===== src/rtl/csa3_seq_adder.sv =====
// csa3_seq_adder
// Sequential three-operand adder/subtractor. It computes a+b+c or a+b-c over
// WIDTH-bit unsigned operands. One carry-save (3:2) layer reduces the three
// operands to a sum/carry pair. The carry-propagate add then resolves CHUNK
// bits per cycle. The result is RW = WIDTH+2 bits wide.
//
// Ports:
//   clk    - clock; all state changes on the rising edge
//   rst_n  - asynchronous active-low reset; aborts any operation in flight
//   start  - request; sampled only while idle
//   sub    - 0: a+b+c, 1: a+b-c; captured together with the operands
//   a,b,c  - WIDTH-bit operands, captured on an accepted start
//   s      - RW-bit result; exact sum, or two's-complement difference
//   neg    - subtract mode only: the result is negative
//   busy   - high during the carry-save and carry-propagate phases
//   done   - one-cycle pulse; s/neg are valid from here until the next start
module csa3_seq_adder #(
    parameter int WIDTH = 256,
    parameter int CHUNK = 64
) (
    input  logic             clk,
    input  logic             rst_n,
    input  logic             start,
    input  logic             sub,
    input  logic [WIDTH-1:0] a,
    input  logic [WIDTH-1:0] b,
    input  logic [WIDTH-1:0] c,
    output logic [WIDTH+1:0] s,
    output logic             neg,
    output logic             busy,
    output logic             done
);

    localparam int RW  = WIDTH + 2;
    localparam int NCH = (RW + CHUNK - 1) / CHUNK;
    localparam int CW  = (NCH > 1) ? $clog2(NCH) : 1;

    typedef enum logic [1:0] {IDLE, CSA, CPA, DONE} state_t;

    state_t        state, state_next;
    logic [RW-1:0] a_r, b_r, c_r;
    logic          sub_r;
    logic [RW-1:0] ps, pc;
    logic          carry;
    logic [CW-1:0] cnt;
    logic          last_slice;

    logic [RW-1:0] c_eff;
    logic [RW-2:0] maj;
    logic [CHUNK:0] slice_sum;
    logic [31:0]   shamt;
    logic [RW-1:0] slice_mask, slice_val, s_next;

    // Carry-save layer. Subtraction uses ~c here, and its +1 goes into the
    // LSB of the shifted carry vector, which is always free.
    always_comb begin
        c_eff = sub_r ? ~c_r : c_r;
        maj   = (a_r[RW-2:0] & b_r[RW-2:0])
              | (a_r[RW-2:0] & c_eff[RW-2:0])
              | (b_r[RW-2:0] & c_eff[RW-2:0]);
    end

    // One carry-propagate slice. ps/pc shift right as they are consumed, so
    // the low CHUNK bits are always the current slice. The mask shift drops
    // any bits of the final slice that land above RW.
    always_comb begin
        slice_sum  = {1'b0, ps[CHUNK-1:0]} + {1'b0, pc[CHUNK-1:0]}
                   + {{CHUNK{1'b0}}, carry};
        shamt      = 32'(cnt) * 32'(CHUNK);
        slice_mask = RW'({CHUNK{1'b1}}) << shamt;
        slice_val  = RW'(slice_sum[CHUNK-1:0]) << shamt;
        s_next     = (s & ~slice_mask) | slice_val;
        last_slice = (cnt == CW'(NCH - 1));
    end

    // State register
    always_ff @(posedge clk or negedge rst_n) begin
        if (!rst_n) state <= IDLE;
        else        state <= state_next;
    end

    // Next-state logic and the status outputs decoded from the state
    always_comb begin
        state_next = state;
        busy       = 1'b0;
        done       = 1'b0;
        case (state)
            IDLE: if (start) state_next = CSA;
            CSA: begin
                busy       = 1'b1;
                state_next = CPA;
            end
            CPA: begin
                busy = 1'b1;
                if (last_slice) state_next = DONE;
            end
            DONE: begin
                done       = 1'b1;
                state_next = IDLE;
            end
            default: state_next = IDLE;
        endcase
    end

    // Datapath: operand capture, carry-save compression, sliced carry-propagate
    always_ff @(posedge clk or negedge rst_n) begin
        if (!rst_n) begin
            a_r   <= '0;
            b_r   <= '0;
            c_r   <= '0;
            sub_r <= 1'b0;
            ps    <= '0;
            pc    <= '0;
            carry <= 1'b0;
            cnt   <= '0;
            s     <= '0;
            neg   <= 1'b0;
        end else begin
            case (state)
                IDLE: begin
                    if (start) begin
                        a_r   <= {2'b00, a};
                        b_r   <= {2'b00, b};
                        c_r   <= {2'b00, c};
                        sub_r <= sub;
                    end
                end
                CSA: begin
                    ps    <= a_r ^ b_r ^ c_eff;
                    pc    <= {maj, sub_r};
                    carry <= 1'b0;
                    cnt   <= '0;
                end
                CPA: begin
                    s     <= s_next;
                    carry <= slice_sum[CHUNK];
                    ps    <= ps >> CHUNK;
                    pc    <= pc >> CHUNK;
                    cnt   <= cnt + 1'b1;
                    if (last_slice) neg <= sub_r & s_next[RW-1];
                end
                default: ;
            endcase
        end
    end

endmodule


===== config.mk =====
export PLATFORM = sky130hd
export DESIGN_NAME = csa3_seq_adder
export DESIGN_NICKNAME = d
export VERILOG_FILES = /design/src/rtl/csa3_seq_adder.sv
export SDC_FILE = /design/constraint.sdc
export NUM_CORES = 2
export LEC_CHECK = 0
export BUFFER_PORTS_ARGS = -buffer_cell sky130_fd_sc_hd__buf_2
export CORE_MARGIN = 5
export CORE_UTILIZATION = 45
export DETAILED_ROUTE_END_ITERATION = 16
export PLACE_DENSITY_LB_ADDON = 0.08
export SYNTH_ARGS = -nofsm -noshare
export SYNTH_HDL_FRONTEND = slang
export SYNTH_SLANG_ARGS = --single-unit

===== constraint.sdc =====
create_clock -name clk -period 4.09 [get_ports clk]
set_clock_uncertainty 0.2 [all_clocks]
set_input_delay 0 -clock clk [delete_from_list [all_inputs] [get_ports clk]]
set_output_delay 0 -clock clk [all_outputs]
set_load 0.005 [all_outputs]

Yosys cells after proc, flatten, opt, wreduce, memory -nomap -nowiden
Cells that the tools add are included.

storage, ports and cells
  bits in registers = 1550
  output and inout port bits = 261
  word-level logic and storage cells = 50

operators by class
  multiplexer cells = 10
  shifts and indexed selects = 2
  bitwise gates (word level) = 12
  eq/ne operators = 6
  reduce and logical (&&, ||, !) cells = 6
  add/sub/neg operators = 3

operator list
  operator                                                               number
  258-bit one-hot mux with 2 select lines                                2
  256-bit by 257-bit bitwise AND with 257-bit output                     2
  258-bit bitwise AND                                                    1
  258-bit two-way mux                                                    1
  256-bit NOT with 258-bit output                                        1
  258-bit NOT                                                            1
  258-bit OR                                                             1
  64-bit by 9-bit left shift with 258-bit output                         1
  64-bit by 9-bit left shift with 258-bit output (first input constant)  1
  256-bit by 258-bit XOR with 258-bit output                             1
  256-bit by 257-bit OR with 257-bit output                              1
  257-bit OR                                                             1
  256-bit bitwise AND                                                    1
  256-bit XOR                                                            1
  64-bit by 64-bit adder with 65-bit output                              1
  65-bit by 1-bit adder with 65-bit output                               1
  2-bit one-hot mux with 4 select lines                                  1
  3-bit one-hot mux with 2 select lines                                  1
  2-bit AND reduction                                                    3
  2-bit == test (second input constant)                                  2
  2-bit two-way mux                                                      2
  2-bit != test (second input constant)                                  2
  3-bit by 1-bit adder with 3-bit output (second input constant)         1
  3-bit == test (second input constant)                                  1
  7 further kinds                                                        8

Longest topological paths before layout
  depth after elaboration = 6
  gate-level depth with buffers = 12

Least setup slack after synthesis
No wires, ideal clock.

  path kind = reg-to-reg
  from = register ps[0]
  to = register s[124]
  setup slack = 493 ps
  data required time = 3769 ps
  period minus slack after synthesis = 3597 ps
  library setup time = 121 ps
  cell stages (with the launch flop) = 12
  arrival time = 3276 ps
  cell sequence = dfrtp_1 -> fa_1 -> fa_1 -> a21oi_1 -> o211ai_1 -> a21oi_1 -> o21ai_0 -> a311oi_1 -> o21ai_1 -> a211oi_1 -> xnor2_1 -> a22o_1

on the way
  cells in the longest elaborated chain, start to end = 4

RTL lines
  item                                            line  source
  from (decl)                                     43    logic [RW-1:0] ps, pc;
  from (signal assigned)                          129   ps <= a_r ^ b_r ^ c_eff;
  from (signal assigned)                          137   ps <= ps >> CHUNK;
  64-bit by 64-bit adder with 65-bit output       67    slice_sum = {1'b0, ps[CHUNK-1:0]} + {1'b0, pc[CHUNK-1:0]}
  65-bit by 1-bit adder with 65-bit output        68    + {{CHUNK{1'b0}}, carry};
  64-bit by 9-bit left shift with 258-bit output  71    slice_val = RW'(slice_sum[CHUNK-1:0]) << shamt;
  258-bit OR                                      72    s_next = (s & ~slice_mask) | slice_val;
  to (signal assigned)                            135   s <= s_next;
  to (decl)                                       28    output logic [WIDTH+1:0] s,

Every way passes these cells.
A chain may end at the register's enable or synchronous reset.

Final worst setup path
  from = register ps[0]
  to = register carry

on the way
  cells in the longest elaborated chain, start to end = 3

RTL lines
  item                                       line  source
  64-bit by 64-bit adder with 65-bit output  67
  65-bit by 1-bit adder with 65-bit output   68
  1-bit one-hot mux with 2 select lines      119   case (state)
  to (signal assigned)                       136   carry <= slice_sum[CHUNK];
  to (decl)                                  44    logic carry;

Every way passes these cells.

==> reports/metrics.csv <==
metric;value;unit
number of antenna-violating nets in the routed design;0;
GR met2 Demand/Resource;47.0;%
per-cell routed wire length;23.1;um
global-route wire length before repair;391000;um
I/O pin count;1033;
top fanout value on the critical path;3;
critical path startpoint;ps[0];
area delta synth->final;39.7;%
required arrival time at the worst endpoint;4.57;ns
final critical-path required period;3.94;ns
total congestion overflow;0;
Reg2Reg Launch Point;ps[0];
number of standard cells after synthesis;6272;
setup slack after placement;-0.207;ns
number of antenna violations at the first check in global routing;106;
Yosys Warn Count;0;
number of sinks driven by the clock tree;1548;
final cell utilization of the core;62.9;%
Final setup violation count;0;
cell area after technology mapping;0.0741;mm2
startpoint of the worst hold path;start;
via count of the first global-routing pass;61900;
Worst R2R Path Depth;13;
count of flip-flops with a built-in enable after synthesis;0;
setup repair after global routing missed its margin;no;
dominant cell type by area after synthesis;dfrtp_1;
Static Leak;47.4;nW
most used flip-flop cell after synthesis;dfrtp_1;
number of buffers inserted during clock tree synthesis;173;
number of placement rows;149;
reg-to-reg endpoint;carry;
top post-synthesis cells by area;dfrtp_1, mux2_2, fa_1;
Worst Max-Slew Pin Slew;1.02;ns
Routability Congestion;0.878;
fraction of final layout cells with drive strength greater than 1;28.4;%
clock slew at reported path FFs;0.07;ns
slew margin rel.;31.4;%
Cell variety after synth;76;
top cell type's share of synthesized area;52.3;%
Fin Hold WS;0.0909;ns
starting density of the core;45.1;%
element type at the critical path end;flop;
die area;0.173;mm2
maximum clock path buffer count;3;
Post-route DRC;0;
detailed placement HPWL;176000;um
total negative slack;0;ns
post-route cell area;0.103;mm2
Worst Hold Class;in2reg;
register bit count reported by yosys;1548;
global-route usage over all layers;29.6;%
buffer type at the clock tree root;clkbuf_16;
IO buf count;1032;
share of the yosys chip area belonging to registers;52.3;%
Crit path arrival time;4.42;ns
Setup CP Type;reg2reg;
instance area at placement;0.0818;mm2
Fillers;12800;
reg-to-reg setup timing slack;0.15;ns
maximum number of pins on one net before global-route repair;199;
most instantiated cells after synthesis;dfrtp_1, mux2_2, nor2_1;
cell total after placement;9216;
library cell with the highest instance count after synthesis;dfrtp_1;
hold path depth;4;
Final Power;95.0;mW
clock tree from TritonCTS;done;
Die Span X;416;um
number of cells in the finished layout apart from fillers;11200;
Mapped Avg Cell Area;11.8;um2
share of synthesized flip-flops with an asynchronous set or reset;100;%
Core Box Area;0.164;mm2
Die Y;416;um
Layout Nets;9865;
max-cap violation count;0;
aggregate routed wire length;259000;um
first-pass iteration count of the detailed router;5;
startpoint type of the worst setup path;flop;
routing usage on met1;40.0;%
Setup WS post-layout;0.153;ns
Iter 0 DRT Violations;4308;
number of vias per cell;5.20;
outcome;finished clean;
depth of the CTS H-tree;4;
maximum clock rate;254;MHz
post-synth net total;7374;
via count;58300;
terminating pin of the worst hold path;state[0];
largest voltage drop on the vdd net;0.000767;V
Final Slew Violations;0;
count of final hold-check violations;0;
multi-input combinational cell area;0.0318;mm2
layer carrying the most global-route usage;met2;
sequential cell area;0.0387;mm2
Power Dens Cells;918;mW/mm2
Period Utilization, post-route;96.3;%
global routing met3 resource utilization;4.46;%
source-to-sink clock delay at the later pin of the worst-skew pair;0.81;ns
cell families (layout without fill, tap and decap cells):
logic type | after synthesis | count (layout) | share of synthesized area, %
AO/OA/AOI/OAI | 1092 | 1092 | 9.08
XOR/XNOR | 307 | 307 | 3.63
adder cells (fa/ha/maj) | 330 | 330 | 8.19
buffers and inverters | 922 | 3553 | 4.90
flip-flops | 1548 | 1548 | 52.3
multiplexers | 1089 | 1089 | 16.5
other | 0 | 110 | 0
AND/OR/NAND/NOR | 984 | 984 | 5.39
state kept, by name, indices dropped and copies added (netlist names):
| name | flops |
|---|---|
| state | 2 |
| carry | 1 |
| a_r | 256 |
| cnt | 3 |
| b_r | 256 |
| s | 258 |
| c_r | 256 |
| pc | 257 |
| sub_r | 1 |
| ps | 257 |
| neg | 1 |
worst max-delay path: stages (launching register included):
cell	delay [ns]
dfrtp_1	0.41
fa_2	0.46
fa_1	0.45
a21oi_2	0.20
o211ai_1	0.13
a21oi_2	0.22
o21ai_0	0.15
a311oi_2	0.44
buf_4	0.21
o21ai_1	0.14
a211oi_2	0.38
buf_4	0.17
nor3_1	0.04
o221a_2	0.22
area by class of cell:
class                   instances  area share (%)
flip-flops and latches       1548            37.4
multi-input cells            3802            30.8
repair buffers               2697            21.4
clock buffers                 274            5.18
well taps                    2189            2.65
inverters                     541            1.96
clock inverters                41           0.380
diodes                        110           0.266
repair_timing:
action / 4_1_cts / 5_1_grt
setup buffers: 0 / 1
gates resized for setup: 2 / 3
hold buffers: 1560 / 0
hold endpoints to repair: 2306 / 0
pin swaps: 1 / 2
setup endpoints to repair: 11 / 10
layer usage:
metal  wire length (um)  vias to the layer above  share of wire [%]
met4              13900                        6                5.4
met5                 32                        -              0.012
met3              12800                      731                4.9
li1                   -                    26200                  -
met2             121000                     2041                 47
met1             111000                    29300                 43
how the worst max path moves through the flow:
stage               endpoint  slack (ns)  cells after the start
finish                 carry        0.15                     13
global route           carry        0.04                     13
CTS                    s[60]        0.01                     12
detailed placement     s[60]       -0.21                     12
global placement      s[188]       -0.20                     12
floorplan             s[124]        0.49                     11
where the power goes:
| part | switching, mW | internal [mW] | leakage (nW) |
|---|---|---|---|
| Combinational | 28.2 | 22.6 | 26.0 |
| Sequential | 5.10 | 23.4 | 18.6 |
| Clock | 6.55 | 9.13 | 2.84 |
layout by cell type, fill, tap and decap left out, types with 25 or more instances in the layout:
master         instances
fa_1                 257
nand2_1              291
clkbuf_1              40
clkbuf_16            177
dfrtp_1             1547
nand3_1               33
clkbuf_8              57
buf_12                43
ha_1                  70
o21ai_0              266
a21oi_1              470
nand4_1               25
mux2_2              1086
inv_1                540
buf_4                 63
a22o_1               218
diode_2              110
nor2_1               560
dlygate4sd3_1       1559
xnor2_1              283
buf_2               1031
Note: power is estimated with default switching activity, not from simulation.
